`src/rtl/branch_predictor.sv`:
```
// Branch predictor: direct-mapped BTB with 2-bit saturating direction counters,
// combinational fetch lookup, and EX-stage resolve/redirect logic.
// Optional build macro BP_STATS_EN enables the branch / mispredict counters;
// without it the statistics ports are tied to zero.
module branch_predictor #(
    parameter int ENTRIES = 16
) (
    input  logic        clk,
    input  logic        rst,
    input  logic [31:0] fetch_pc,
    output logic        predict_taken,
    output logic [31:0] predict_target,
    input  logic        ex_valid,
    input  logic        ex_is_branch,
    input  logic [31:0] ex_pc,
    input  logic [31:0] ex_actual_target,
    input  logic [31:0] ex_pred_target,
    input  logic        ex_actual_taken,
    input  logic        ex_pred_taken,
    output logic        mispredict,
    output logic [31:0] correct_pc,
    output logic [31:0] stat_branches,
    output logic [31:0] stat_mispredicts
);

    localparam int IDX  = $clog2(ENTRIES);
    localparam int TAGW = 30 - IDX;

    // Table storage: valid/ctr are reset, tag/target are payload only
    logic            valid_q [ENTRIES];
    logic [1:0]      ctr_q   [ENTRIES];
    logic [TAGW-1:0] tag_q   [ENTRIES];
    logic [31:0]     tgt_q   [ENTRIES];

    logic [IDX-1:0]  f_idx, ex_idx;
    logic [TAGW-1:0] f_tag, ex_tag;
    logic            f_hit, ex_hit;
    logic            eff_taken;
    logic            upd_br;
    logic [1:0]      ctr_d;

    assign f_idx  = fetch_pc[IDX+1:2];
    assign f_tag  = fetch_pc[31:IDX+2];
    assign ex_idx = ex_pc[IDX+1:2];
    assign ex_tag = ex_pc[31:IDX+2];

    // Fetch lookup reads pre-update contents, so a same-cycle write is seen next cycle
    always_comb begin
        f_hit          = valid_q[f_idx] && (tag_q[f_idx] == f_tag);
        predict_taken  = f_hit && ctr_q[f_idx][1];
        predict_target = predict_taken ? tgt_q[f_idx] : fetch_pc + 32'd4;
    end

    // Resolve: non-branches count as not-taken when judging the prediction
    always_comb begin
        ex_hit     = valid_q[ex_idx] && (tag_q[ex_idx] == ex_tag);
        eff_taken  = ex_is_branch && ex_actual_taken;
        upd_br     = ex_valid && ex_is_branch;
        mispredict = ex_valid && ((eff_taken != ex_pred_taken) ||
                                  (eff_taken && (ex_actual_target != ex_pred_target)));
        correct_pc = eff_taken ? ex_actual_target : ex_pc + 32'd4;
    end

    // Saturating counter step for the resolving entry
    always_comb begin
        ctr_d = ctr_q[ex_idx];
        if (ex_actual_taken) begin
            if (ctr_q[ex_idx] != 2'b11) ctr_d = ctr_q[ex_idx] + 2'b01;
        end else begin
            if (ctr_q[ex_idx] != 2'b00) ctr_d = ctr_q[ex_idx] - 2'b01;
        end
    end

    // Valid/counter update: reset wins; one entry (ex_idx) written per cycle at most
    always_ff @(posedge clk) begin
        if (!rst) begin
            for (int i = 0; i < ENTRIES; i++) begin
                valid_q[i] <= 1'b0;
                ctr_q[i]   <= 2'b01;
            end
        end else if (ex_valid) begin
            if (ex_is_branch) begin
                if (ex_hit) begin
                    ctr_q[ex_idx] <= ctr_d;
                end else if (ex_actual_taken) begin
                    valid_q[ex_idx] <= 1'b1;
                    ctr_q[ex_idx]   <= 2'b10;
                end
            end else if (ex_hit) begin
                // Non-branch aliasing a BTB entry: drop the stale entry
                valid_q[ex_idx] <= 1'b0;
            end
        end
    end

    // Tag/target write on any taken branch (alloc or hit); tag is unchanged on a hit
    always_ff @(posedge clk) begin
        if (rst && upd_br && ex_actual_taken) begin
            tag_q[ex_idx] <= ex_tag;
            tgt_q[ex_idx] <= ex_actual_target;
        end
    end

`ifdef BP_STATS_EN
    logic [31:0] stat_br_q, stat_mp_q;

    // Statistics counters, wrapping naturally at 2^32
    always_ff @(posedge clk) begin
        if (!rst) begin
            stat_br_q <= '0;
            stat_mp_q <= '0;
        end else begin
            if (upd_br)     stat_br_q <= stat_br_q + 32'd1;
            if (mispredict) stat_mp_q <= stat_mp_q + 32'd1;
        end
    end

    assign stat_branches    = stat_br_q;
    assign stat_mispredicts = stat_mp_q;
`else
    assign stat_branches    = '0;
    assign stat_mispredicts = '0;
`endif

endmodule

```
`config.mk`:
```
export PLATFORM = sky130hd
export DESIGN_NAME = branch_predictor
export DESIGN_NICKNAME = d
export VERILOG_FILES = /design/src/rtl/branch_predictor.sv
export SDC_FILE = /design/constraint.sdc
export NUM_CORES = 1
export LEC_CHECK = 0
export BUFFER_PORTS_ARGS = -buffer_cell sky130_fd_sc_hd__buf_2
export CAP_MARGIN = 20
export CELL_PAD_IN_SITES_DETAIL_PLACEMENT = 1
export CELL_PAD_IN_SITES_GLOBAL_PLACEMENT = 1
export CORE_MARGIN = 1
export CORE_UTILIZATION = 35
export CTS_CLUSTER_DIAMETER = 80
export DETAILED_ROUTE_END_ITERATION = 8
export PLACE_DENSITY = 0.57
export SLEW_MARGIN = 5
export SYNTH_ARGS = -nofsm -noshare
export SYNTH_HDL_FRONTEND = slang
export SYNTH_SLANG_ARGS = --single-unit
```
`constraint.sdc`:
```
create_clock -name clk -period 5.4 [get_ports clk]
set_input_delay 0.54 -clock clk [delete_from_list [all_inputs] [get_ports clk]]
set_output_delay 0.54 -clock clk [all_outputs]
set_load 0.02 [all_outputs]
```
Word-level counts from Yosys, hierarchy flattened
Memory sizes are Yosys's and may differ from the RTL's.
Index checks and enable logic that the tools add are counted.
W data, S select, Z words.
{"block": "op_classes", "addsub": 4, "eq_ne": 5, "n_mux": 31, "bitwise_logic": 2, "reduce_logical": 13}
{"op": "$add A32 B3 Y32 const B", "n": 2}
{"op": "$mux W32", "n": 2}
{"op": "$eq A26 B26 Y1", "n": 2}
{"op": "$ne A32 B32 Y1", "n": 1}
{"op": "$mux W1", "n": 22}
{"op": "$mux W2", "n": 5}
{"op": "$logic_and A1 B1 Y1", "n": 9}
{"op": "$mux W4", "n": 2}
{"op": "$add A2 B1 Y2 const B", "n": 1}
{"op": "$ne A2 B2 Y1 const B", "n": 1}
{"op": "$or A1 B1 Y1", "n": 2}
{"op": "$reduce_bool A2 Y1", "n": 1}
{"op": "$reduce_or A2 Y1", "n": 1}
{"op": "$sub A2 B1 Y2 const B", "n": 1}
{"op": "$logic_or A1 B1 Y1", "n": 1}
{"op": "$ne A1 B1 Y1", "n": 1}
{"op": "$reduce_or A1 Y1", "n": 1}
{"block": "totals", "regBits": 0, "ram_bits": 976, "inputBits": 134, "output_inout_bits": 130, "elab_cells": 59, "memories": 4}
{"name": "tgt_q", "words": 16, "width": 32, "rd": 1, "rd_ports_with_merged_regs": 0, "wr": 1, "line_no": "33", "text": "logic [31:0] tgt_q [ENTRIES];"}
{"name": "tag_q", "words": 16, "width": 26, "rd": 2, "rd_ports_with_merged_regs": 0, "wr": 1, "line_no": "32", "text": "logic [TAGW-1:0] tag_q [ENTRIES];"}
{"name": "ctr_q", "words": 16, "width": 2, "rd": 2, "rd_ports_with_merged_regs": 0, "wr": 16, "line_no": "31", "text": "logic [1:0] ctr_q [ENTRIES];"}
{"name": "valid_q", "words": 16, "width": 1, "rd": 2, "rd_ports_with_merged_regs": 0, "wr": 16, "line_no": "30", "text": "logic valid_q [ENTRIES];"}

Depth between registers and ports, before layout
An unclocked memory read counts as a cell.
{"block": "depth", "depth_word": 11, "depth_mapped": 16, "mapped_depth_nobuf": 9}

Worst setup path before layout
OpenSTA, ideal clock, no wires.
{"block": "synth_path", "path_type": "input-to-reg", "from": "in ex_pc[2]", "to": "mem tag_q[8][0] in the netlist's numbering (enable)", "setup_ns": 0.474, "arrival_ns": 4.375, "t_required_ns": 4.926, "setup_slack_ns": 0.550, "path_stages": 10, "n_path_buf": 6, "path_cell_list": "buf_4 buf_6 buf_6 buf_6 buf_6 buf_2 inv_1 ha_1 nand2_1 nor2_1"}
{"item": "start: declaration", "line_no": "15", "text": "input logic [31:0] ex_pc,"}
{"item": "end: declaration", "line_no": "32"}
Straight into the memory's write port.

Worst setup path in the final report
{"block": "layout_path", "from": "in fetch_pc[2]", "to": "out predict_target[26]"}
{"block": "layout_between", "elab_chain_len": 5, "elab_cells_between_ends": 9, "classes_between": "1 x add/sub; 1 x eq/ne; 1 x mux; 2 x reduce/logical; 4 x memory"}
{"item": "start: declaration", "line_no": "10", "text": "input logic [31:0] fetch_pc,"}
{"item": "$mem_v2 Z16 W26"}
{"item": "$eq A26 B26 Y1", "line_no": "49", "text": "f_hit = valid_q[f_idx] && (tag_q[f_idx] == f_tag);"}
{"item": "$logic_and A1 B1 Y1", "line_no": "49"}
{"item": "$logic_and A1 B1 Y1", "line_no": "50", "text": "predict_taken = f_hit && ctr_q[f_idx][1];"}
{"item": "$mux W32 (*)", "line_no": "51", "text": "predict_target = predict_taken ? tgt_q[f_idx] : fetch_pc + 32'd4;"}
{"item": "end: declaration", "line_no": "12", "text": "output logic [31:0] predict_target,"}
Every way passes the cells marked *; elsewhere a longest branch is shown, timed or not.

==> qor.yml <==
relSlewSlack_pct: 28.7
rr_startpoint: "tag_q[4][9]"
synth_enable_flop_cells: 960
ant_nets: 0
startpoint_type: "primary input"
skew_ns: 0.0291
rr_endpoint: "ctr_q[13][1]"
grt_max_degree: 120
fin_setup_tns_ns: 0
layout_commonest_cell: "edfxtp_1"
yosys-top-cells-area: "edfxtp_1, mux4_2, mux2i_1, xor2_1, buf_4"
drtIter0Drc: 2695
synth_top_cell_by_area: "edfxtp_1"
max_freq_mhz: 194
holdWs_ns: 0.158
via_per_inst: 5.82
tightest_slew_ns: 1.07
final_cell_mix: "edfxtp_1, mux4_2, buf_2, mux2i_1, clkbuf_16"
cp_cell_sequence: "buf_8, buf_16, ha_1, nand4_1, nor2_1, nand4_1, nor2_1, buf_4, nand2_1, nor2_1, xor2_1, mux2_4, buf_2"
cts_tree: "yes"
worst_ep_required_time_ns: 4.86
syn_area_per_cell_um2: 18.6
hold_depth: 1
timing.final.crit_share_pct: 95.6
ys_ff_latch: 976
ys.flop_type: "edfxtp_1"
place_ws_ns: 0.161
seq_area_frac_synth_pct: 65.4
finalHoldViolCount: 0
crit_path_frequent_cell: "nor2_1"
root_buffer: "clkbuf_16"
min_from: "ex_pc[28]"
ctsHtreeMaxLevel: 3
ff2ff_setup_slack_ns: 1.13
critPathTopFamily: "simple AND/OR/NAND/NOR gates"
reg2reg_depth: 10
period_needed_ns: 5.16
grtUsageTotal_pct: 23.4
utilization_pct: 40.9
end_kind: "output pin"
grt_pass1_wl_mm: 212
setup_ws_ns: 0.235
place_inst: 4209
yosys_warnings: 0
setup.worst_path.class: "primary input to output pin"
gr-total-overflow: 0
slowest_stage: "buf_16"
ir_worst_vdd_uv: 307
min_to: "tag_q[4][22]"
wl_per_cell_um: 34.6
netlist_area_mm2: 0.0446
layout.nets: 2808
rsz0062_at_grt: "no"
cts_buffer_depth: 3
portBuffers: 199
synthToLayoutAreaGrowth_pct: 15.6
p_leak_nw: 16.9
maxCapViolations: 0
power_density_mw_per_mm2: 335
stdcell_count: 4416
drc: 0
setup_viol: 0
arrival_ns: 4.62
synth-async-reset-ratio_pct: 0
clk_pin_slew_ns: 0.06
die_h_um: 359
outcome: "finished clean"
grt_pass1_vias: 26500
yosysUniqueCellTypes: 71
start_util_pct: 35.4
rows: 130
clock_sinks: 976
vias: 25700
die_w_um: 359
cp_num_buf_inv: 4
crit_start: "fetch_pc[2]"
clkLatencyLatePin_ns: 0.71
drive_gt1_share_pct: 32.6
die_area_mm2: 0.129
coreArea_mm2: 0.126
synth_top_area_share_pct: 64.7
wl_mm: 153
hpwl_mm: 96.5
critPathMaxFanout: 95
numCtsBuffers: 108
drtPass1Iterations: 7
synth_cells: 2395
critPathMaxStageDelay_ns: 0.54
ios: 264
antenna_found_initial: 18
cts_hold_buf: 0
drv_slew: 0
min_path_type: "primary input to flop"
globalplace.congestion: 0.848
layout make-up:
cell class / instances / area, um^2
diodes: 4 / 10.0
clock buffers: 130 / 2810
clock inverters: 73 / 728
fillers: 12200 / 74500
inverters: 13 / 51.3
multi-input cells: 1253 / 14500
flip-flops and latches: 976 / 29100
well taps: 1650 / 2060
repair buffers: 317 / 2220
per-stage QoR:
| stage | instance area (um^2) | power, mW |
|---|---|---|
| 6_report | 51500 | 17.3 |
| 5_1_grt | 51500 | 17.7 |
| 4_1_cts | 51500 | 17.4 |
| 3_5_place_dp | 48000 | 10.0 |
| 3_3_place_gp | 48000 | 10.0 |
| 2_1_floorplan | 44800 | 9.40 |
state kept, by name, summed over array words and instances, names as in the netlist:
name / count
tag_q: 416
valid_q: 16
tgt_q: 512
ctr_q: 32
worst max path at each step:
stage / end / slack, ns / depth (start not counted)
final: predict_target[26] / 0.24 / 13
after floorplan: tag_q[8][0] / 0.55 / 10
after CTS: predict_target[26] / 0.16 / 13
after global routing: predict_target[26] / 0.03 / 13
after detailed placement: predict_target[26] / 0.16 / 13
after global placement: predict_target[26] / 0.18 / 13
repair_timing:
action                     4_1_cts  5_1_grt
buffers inserted                 0        0
setup endpoints to repair        0        2
resized for setup                0        1
worst register-to-register path, cell delays in order, from the launching register on:
cell       delay (ns)
edfxtp_1         0.41
mux4_2           0.48
mux4_2           0.50
xnor2_1          0.51
o21ai_0          0.23
a2111oi_2        0.66
buf_4            0.26
and3_1           0.26
o211ai_2         0.11
buf_4            0.20
o21ai_0          0.35
metal layers:
metal	vias to the layer above	wire length (um)	GRT usage, %
met5	-	62	0
li1	10300	-	-
met1	14100	65600	33.0
met2	1041	73300	38.1
met4	10	3140	5.04
met3	175	10500	4.10
synthesized netlist by cell type (3+ instances only):
master	instances
buf_6	13
xnor2_1	63
a21oi_1	21
clkbuf_1	68
nand2_1	101
o211ai_1	23
a211oi_1	9
mux2_2	16
nand4b_1	3
mux2_4	29
buf_4	80
xor2_1	75
o22ai_1	6
nor3_1	15
and3_1	12
a221oi_1	6
nor2_1	52
ha_1	5
buf_1	28
a22oi_1	23
and4_1	4
inv_1	10
mux2i_1	112
o21ai_0	65
o21ai_1	15
nand3_1	32
and2_1	3
nor3b_1	17
nor2b_1	14
mux4_2	353
mux4_1	4
a22o_1	12
o21bai_1	16
edfxtp_1	960
nor4_1	13
a221o_1	3
nand4_1	29
dfxtp_1	16
buf_2	25
or2_2	3
cell families (layout without fill, tap and decap cells):
logic type	Yosys count	after routing	share of synthesized area, %
xor+xnor	140	140	2.78
mux	514	514	22.0
compound gates	219	219	3.24
buf+inv	229	533	2.93
simple gates	311	311	3.55
flops	976	976	65.4
other cells	1	68	0.00841
fa+ha+maj	5	5	0.140
power breakdown:
group | leakage [nW] | total [mW] | internal, mW | switching [mW]
Sequential | 8.80 | 8.37 | 8.36 | 0.0148
Combinational | 6.34 | 1.51 | 0.552 | 0.955
Clock | 1.72 | 7.38 | 4.20 | 3.17
No activity file was read; power rests on OpenSTA's default activity.
